--- config.mk ---
export PLATFORM = sky130hd
export DESIGN_NAME = keypad_scan_ctrl
export DESIGN_NICKNAME = d
export VERILOG_FILES = /design/src/rtl/keypad_pkg.sv /design/src/rtl/row_sync.sv /design/src/rtl/keypad_scan_ctrl.sv
export SDC_FILE = /design/constraint.sdc
export NUM_CORES = 1
export LEC_CHECK = 0
export CORE_MARGIN = 8
export CORE_UTILIZATION = 55
export DETAILED_ROUTE_END_ITERATION = 16
export HOLD_SLACK_MARGIN = 0.08
export MAX_ROUTING_LAYER = met4
export PLACE_DENSITY = 0.77
export SYNTH_ARGS = -nofsm -noshare
export SYNTH_HDL_FRONTEND = slang
export SYNTH_SLANG_ARGS = --single-unit
export TNS_END_PERCENT = 100
--- constraint.sdc ---
create_clock -name Clk -period 7.04 [get_ports Clk]
set_input_delay 0.704 -clock Clk [delete_from_list [all_inputs] [get_ports Clk]]
set_output_delay 0.704 -clock Clk [all_outputs]
set_load 0.05 [all_outputs]
--- src/rtl/keypad_pkg.sv ---
// Shared types for the keypad scanner: FSM states and the row-sample classifier.
package keypad_pkg;

   localparam int MAX_ROWS  = 8;
   localparam int ROW_IDX_W = 3;

   typedef enum logic [1:0] {
      ST_SCAN,
      ST_DEBOUNCE,
      ST_REPORT,
      ST_WAIT_RELEASE
   } state_e;

   typedef enum logic [1:0] {
      ROW_IDLE,
      ROW_HIT,
      ROW_GHOST
   } row_class_e;

   typedef struct packed {
      row_class_e             cls;
      logic [ROW_IDX_W-1:0]   idx;
   } row_sample_t;

   // Rows are active-low: one zero is a hit, none is idle, more is a ghost.
   function automatic row_sample_t classify_rows(input logic [MAX_ROWS-1:0] rows_n);
      row_sample_t res;
      int          zeros;
      res.idx = '0;
      zeros   = 0;
      for (int i = 0; i < MAX_ROWS; i++) begin
         if (!rows_n[i]) begin
            zeros++;
            res.idx = ROW_IDX_W'(i);
         end
      end
      res.cls = (zeros == 0) ? ROW_IDLE : ((zeros == 1) ? ROW_HIT : ROW_GHOST);
      return res;
   endfunction

endpackage

--- src/rtl/row_sync.sv ---
// Two-flop synchronizer for the asynchronous keypad rows; resets to all ones (idle).
module row_sync #(
   parameter int WIDTH = 4
) (
   input  logic             Clk,
   input  logic             Reset,
   input  logic [WIDTH-1:0] i_row,
   output logic [WIDTH-1:0] o_row
);

   logic [WIDTH-1:0] r_meta;
   logic [WIDTH-1:0] r_sync;

   // NOTE: non-blocking assignments keep the two stages as distinct flops.
   always_ff @(posedge Clk) begin
      if (!Reset) begin
         r_meta <= '1;
         r_sync <= '1;
      end else begin
         r_meta <= i_row;
         r_sync <= r_meta;
      end
   end

   assign o_row = r_sync;

endmodule

--- src/rtl/keypad_scan_ctrl.sv ---
// ROWS x COLS keypad scanner: column dwell, press/release debounce, ghost rejection,
// and a Valid/Ack handshake with sticky overrun.
module keypad_scan_ctrl
   import keypad_pkg::*;
#(
   parameter  int ROWS     = 4,
   parameter  int COLS     = 4,
   parameter  int SCAN_DIV = 16,
   parameter  int DEBOUNCE = 8,
   localparam int CODE_W   = $clog2(ROWS*COLS)
) (
   input  logic              Clk,
   input  logic              Reset,
   input  logic [ROWS-1:0]   Row,
   output logic [COLS-1:0]   Col,
   output logic [CODE_W-1:0] Code,
   output logic              Valid,
   input  logic              Ack,
   output logic              Held,
   output logic              Overrun
);

   localparam int COL_W   = $clog2(COLS);
   localparam int DWELL_W = $clog2(SCAN_DIV);
   localparam int DEB_W   = $clog2(DEBOUNCE+1);

   localparam logic [DWELL_W-1:0] DWELL_LAST = DWELL_W'(SCAN_DIV-1);
   localparam logic [DEB_W-1:0]   DEB_TARGET = DEB_W'(DEBOUNCE);
   localparam logic [COL_W-1:0]   COL_LAST   = COL_W'(COLS-1);

   logic [ROWS-1:0] w_srow;

   row_sync #(.WIDTH(ROWS)) u_row_sync (
      .Clk   (Clk),
      .Reset (Reset),
      .i_row (Row),
      .o_row (w_srow)
   );

   state_e                 r_state;
   logic [COL_W-1:0]       r_col_idx;
   logic [DWELL_W-1:0]     r_dwell;
   logic [DEB_W-1:0]       r_deb;
   logic [ROW_IDX_W-1:0]   r_row_idx;
   logic [COLS-1:0]        r_col;
   logic [CODE_W-1:0]      r_code;
   logic                   r_valid;
   logic                   r_held;
   logic                   r_overrun;

   state_e                 w_state_nxt;
   logic [COL_W-1:0]       w_col_idx_nxt;
   logic [DWELL_W-1:0]     w_dwell_nxt;
   logic [DEB_W-1:0]       w_deb_nxt;
   logic [ROW_IDX_W-1:0]   w_row_idx_nxt;
   logic [COLS-1:0]        w_col_nxt;
   logic [CODE_W-1:0]      w_code_nxt;
   logic                   w_valid_nxt;
   logic                   w_held_nxt;
   logic                   w_overrun_nxt;

   logic [MAX_ROWS-1:0]    w_row_pad;
   row_sample_t            w_cls;
   logic                   w_sample;
   logic                   w_hit;
   logic                   w_idle;
   logic [COL_W-1:0]       w_col_adv;
   logic [DEB_W-1:0]       w_deb_inc;
   logic [CODE_W-1:0]      w_new_code;

   // NOTE: every variable gets a default first so no path can infer a latch.
   always_comb begin
      w_row_pad           = '1;
      w_row_pad[ROWS-1:0] = w_srow;
      w_cls               = classify_rows(w_row_pad);
      w_hit               = (w_cls.cls == ROW_HIT);
      w_idle              = (w_cls.cls == ROW_IDLE);
      w_sample            = (r_dwell == DWELL_LAST);
      w_dwell_nxt         = w_sample ? '0 : r_dwell + 1'b1;
      w_col_adv           = (r_col_idx == COL_LAST) ? '0 : r_col_idx + 1'b1;
      w_deb_inc           = (r_deb == DEB_TARGET) ? r_deb : r_deb + 1'b1;
      w_new_code          = CODE_W'(int'(r_row_idx) * COLS + int'(r_col_idx));

      w_state_nxt         = r_state;
      w_col_idx_nxt       = r_col_idx;
      w_deb_nxt           = r_deb;
      w_row_idx_nxt       = r_row_idx;
      w_code_nxt          = r_code;
      w_valid_nxt         = r_valid;
      w_held_nxt          = r_held;
      w_overrun_nxt       = r_overrun;

      if (r_valid && Ack) begin
         w_valid_nxt   = 1'b0;
         w_overrun_nxt = 1'b0;
      end

      unique case (r_state)
         ST_SCAN: begin
            if (w_sample) begin
               if (w_hit) begin
                  w_row_idx_nxt = w_cls.idx;
                  w_deb_nxt     = DEB_W'(1);
                  w_state_nxt   = (DEBOUNCE == 1) ? ST_REPORT : ST_DEBOUNCE;
               end else begin
                  w_col_idx_nxt = w_col_adv;
               end
            end
         end
         ST_DEBOUNCE: begin
            if (w_sample) begin
               if (w_hit && (w_cls.idx == r_row_idx)) begin
                  w_deb_nxt = w_deb_inc;
                  if (w_deb_inc == DEB_TARGET) w_state_nxt = ST_REPORT;
               end else begin
                  w_deb_nxt     = '0;
                  w_col_idx_nxt = w_col_adv;
                  w_state_nxt   = ST_SCAN;
               end
            end
         end
         ST_REPORT: begin
            // A pending unacknowledged code is kept; the new press is flagged as lost.
            if (r_valid && !Ack) w_overrun_nxt = 1'b1;
            else                 w_code_nxt    = w_new_code;
            w_valid_nxt = 1'b1;
            w_held_nxt  = 1'b1;
            w_deb_nxt   = '0;
            w_state_nxt = ST_WAIT_RELEASE;
         end
         ST_WAIT_RELEASE: begin
            if (w_sample) begin
               if (!w_idle) begin
                  w_deb_nxt = '0;
               end else if (w_deb_inc == DEB_TARGET) begin
                  w_deb_nxt     = '0;
                  w_held_nxt    = 1'b0;
                  w_col_idx_nxt = w_col_adv;
                  w_state_nxt   = ST_SCAN;
               end else begin
                  w_deb_nxt = w_deb_inc;
               end
            end
         end
      endcase

      w_col_nxt = ~(COLS'(1) << w_col_idx_nxt);
   end

   always_ff @(posedge Clk) begin
      if (!Reset) begin
         r_state   <= ST_SCAN;
         r_col_idx <= '0;
         r_dwell   <= '0;
         r_deb     <= '0;
         r_row_idx <= '0;
         r_col     <= ~(COLS'(1));
         r_code    <= '0;
         r_valid   <= 1'b0;
         r_held    <= 1'b0;
         r_overrun <= 1'b0;
      end else begin
         r_state   <= w_state_nxt;
         r_col_idx <= w_col_idx_nxt;
         r_dwell   <= w_dwell_nxt;
         r_deb     <= w_deb_nxt;
         r_row_idx <= w_row_idx_nxt;
         r_col     <= w_col_nxt;
         r_code    <= w_code_nxt;
         r_valid   <= w_valid_nxt;
         r_held    <= w_held_nxt;
         r_overrun <= w_overrun_nxt;
      end
   end

   assign Col     = r_col;
   assign Code    = r_code;
   assign Valid   = r_valid;
   assign Held    = r_held;
   assign Overrun = r_overrun;

endmodule
==> impl_metrics.json <==
{
  "skew_ps": 10.4,
  "hold_viol_final": 0,
  "power.density_nw_per_um2": 161,
  "num_rows": 20,
  "antenna_cells": 0,
  "grt-ovfl-total": 0,
  "clk_pin_slew_ps": 100,
  "holdBufCountCts": 0,
  "die_y_um": 73.2,
  "cap_violations": 0,
  "cp_max_fo": 6,
  "ant_nets": 0,
  "dr.pass1.iters": 4,
  "syn_inst": 204,
  "holdPathStages": 1,
  "synth_edf_count": 0,
  "start_kind": "register",
  "yosys-top-cells-count": "33 x dfxtp_1, 30 x nor2_1, 15 x nand2_1",
  "r2r_cells": 11,
  "finalSetupViolCount": 0,
  "layout_setup_ws_ps": 3690,
  "fp.coreArea_um2": 3080,
  "clock_sinks": 33,
  "dp_hpwl_mm": 2.74,
  "crit_path_end_kind": "register",
  "numCtsBuffers": 5,
  "yosysMostFrequentCell": "dfxtp_1",
  "yosys.area.top_type": "dfxtp_1",
  "wl_per_cell_um": 14.2,
  "synth_top_area_frac": 0.368,
  "synth-seq-area-share": 0.368,
  "grt_pass1_wl_mm": 6.34,
  "fin_cells": 265,
  "vias": 1533,
  "nFillCells": 293,
  "die_x_um": 73.2,
  "grt_max_degree": 22,
  "globalplace.congestion": 0.873,
  "fmax_mhz": 299,
  "async_flop_share": 0,
  "drv_slew": 0,
  "fp.dieArea_um2": 5350,
  "rsz0062_at_grt": "no",
  "ys_ff_latch": 33,
  "worst_pin_slew_ps": 767,
  "initial_core_util": 0.584,
  "cts_resized": 0,
  "clock_latency_ps": 340,
  "syn-num-nets": 218,
  "syn_avg_cell_area_um2": 8.81,
  "drive_gt1_frac": 0.0769,
  "relSlewSlack": 0.484,
  "design.portCount": 18,
  "drt_iter0_drc": 154,
  "cp.arrival_ps": 3580,
  "tns_ps": 0,
  "fin_crit_sh": 0.476,
  "drc": 0,
  "dp.cells": 257,
  "synth_area_um2": 1800,
  "dp_slack_ps": 3700,
  "area_growth_pct": 13.1,
  "ys_top_cells_by_area": "dfxtp_1 37%, nor2_1 6.3%, mux2i_1 5.0%",
  "cts_tree": "built",
  "worstSetupPathType": "register to register",
  "grt_pass1_vias": 1463,
  "grt_usage": 0.157,
  "yosys_warnings": 0,
  "ys_types": 49,
  "layout.nets": 234,
  "synthFlopType": "dfxtp_1",
  "fin_hold_ws_ps": 416,
  "ir_worst_vdd_v": 0.000109,
  "routed_wl_mm": 3.75,
  "finalCriticalPeriod_ps": 3350,
  "crit_required_ps": 7270,
  "clockRootBuffer": "clkbuf_4",
  "htree_levels": 2,
  "p_leak_nw": 0.751,
  "post_cts_buffers": 0,
  "place.port_buffers": 17,
  "hold_class": "register to register",
  "cts.path.max_buffers": 2,
  "antenna_found_initial": 0,
  "vias_per_cell": 5.78,
  "status": "finished, final reports clean"
}
-- path summary, 6_finish.rpt --
kind | from | end | slack, ps
min reg2reg | u_row_sync.r_meta[2]$_SDFF_PN1_ | u_row_sync.o_row[2]$_SDFF_PN1_ | 420
min | u_row_sync.r_meta[2]$_SDFF_PN1_ | u_row_sync.o_row[2]$_SDFF_PN1_ | 420
max | u_row_sync.o_row[1]$_SDFF_PN1_ | Col[2]$_SDFF_PN1_ | 3690
max reg2reg | u_row_sync.o_row[1]$_SDFF_PN1_ | Col[2]$_SDFF_PN1_ | 3690
-- sequential cells by signal, indices dropped and copies added (netlist names), named ones only --
| name | count |
|---|---|
| Code | 4 |
| Col | 4 |
| Held | 1 |
| Overrun | 1 |
| Valid | 1 |
| r_col_idx | 2 |
| r_deb | 4 |
| r_dwell | 4 |
| r_row_idx | 2 |
| r_state | 1 |
| u_row_sync.o_row | 4 |
| u_row_sync.r_meta | 4 |
-- logic make-up after synthesis --
logic type / count (synthesis) / synth area share
flops: 33 / 0.368
simple gates: 90 / 0.272
xor+xnor: 6 / 0.0397
mux: 11 / 0.0627
fa+ha+maj: 7 / 0.0487
compound gates: 39 / 0.166
buf+inv: 18 / 0.0425
-- final cells by class --
cell class,instances,area [um^2],share of cell area
Inverter,10,37.5,0.0185
Clock buffer,8,48.8,0.0240
Multi-Input combinational cell,153,1060,0.522
Timing Repair Buffer,17,170,0.0837
Tap cell,44,55.1,0.0271
Sequential cell,33,661,0.325
-- layout by cell type (no fill, tap or decap), drive strengths merged, types with 4 or more instances in the layout --
cell,Yosys,layout
mux2i,9,9
nor3,4,4
ha,7,7
a211oi,4,4
xnor2,5,5
clkbuf,5,8
nand3,5,5
clkdlybuf4s50,0,17
inv,10,10
nand2,16,16
nor2,30,30
dfxtp,33,33
nand2b,10,10
nor2b,7,7
a21oi,11,11
-- stage by stage --
step | cell area, um^2 | utilization | total power [mW]
final | 2030 | 0.660 | 0.327
after global routing | 2030 | 0.660 | 0.340
after CTS | 2030 | 0.660 | 0.329
after detailed placement | 1980 | 0.644 | 0.230
after global placement | 1980 | 0.644 | 0.228
after floorplan | 1800 | - | 0.221
-- per-layer routing --
metal / track usage / wire (um) / up-vias / share of wire
met3: 0.0467 / 203 / 5 / 0.054
met5: - / 0 / - / 0
met2: 0.255 / 1750 / 40 / 0.46
met1: 0.169 / 1750 / 731 / 0.47
met4: 0.0800 / 52 / 0 / 0.014
li1: - / - / 757 / -
-- worst max-delay path: stages (launching register included) --
cell,delay [ps]
dfxtp_1,390
inv_1,80
ha_1,400
xnor2_4,180
ha_1,210
nor2b_1,130
xnor2_1,180
nor2_1,330
nor4b_4,370
mux2_2,380
a22o_1,270
or3_1,310
-- report_power, final --
group	switching (mW)	internal, mW	leakage, nW	total [mW]
registers	0.00311	0.190	0.268	0.193
clock network	0.0611	0.0398	0.0265	0.101
logic	0.0181	0.0147	0.456	0.0328
total	0.0823	0.245	0.751	0.327
No activity file was read; power rests on OpenSTA's default activity.
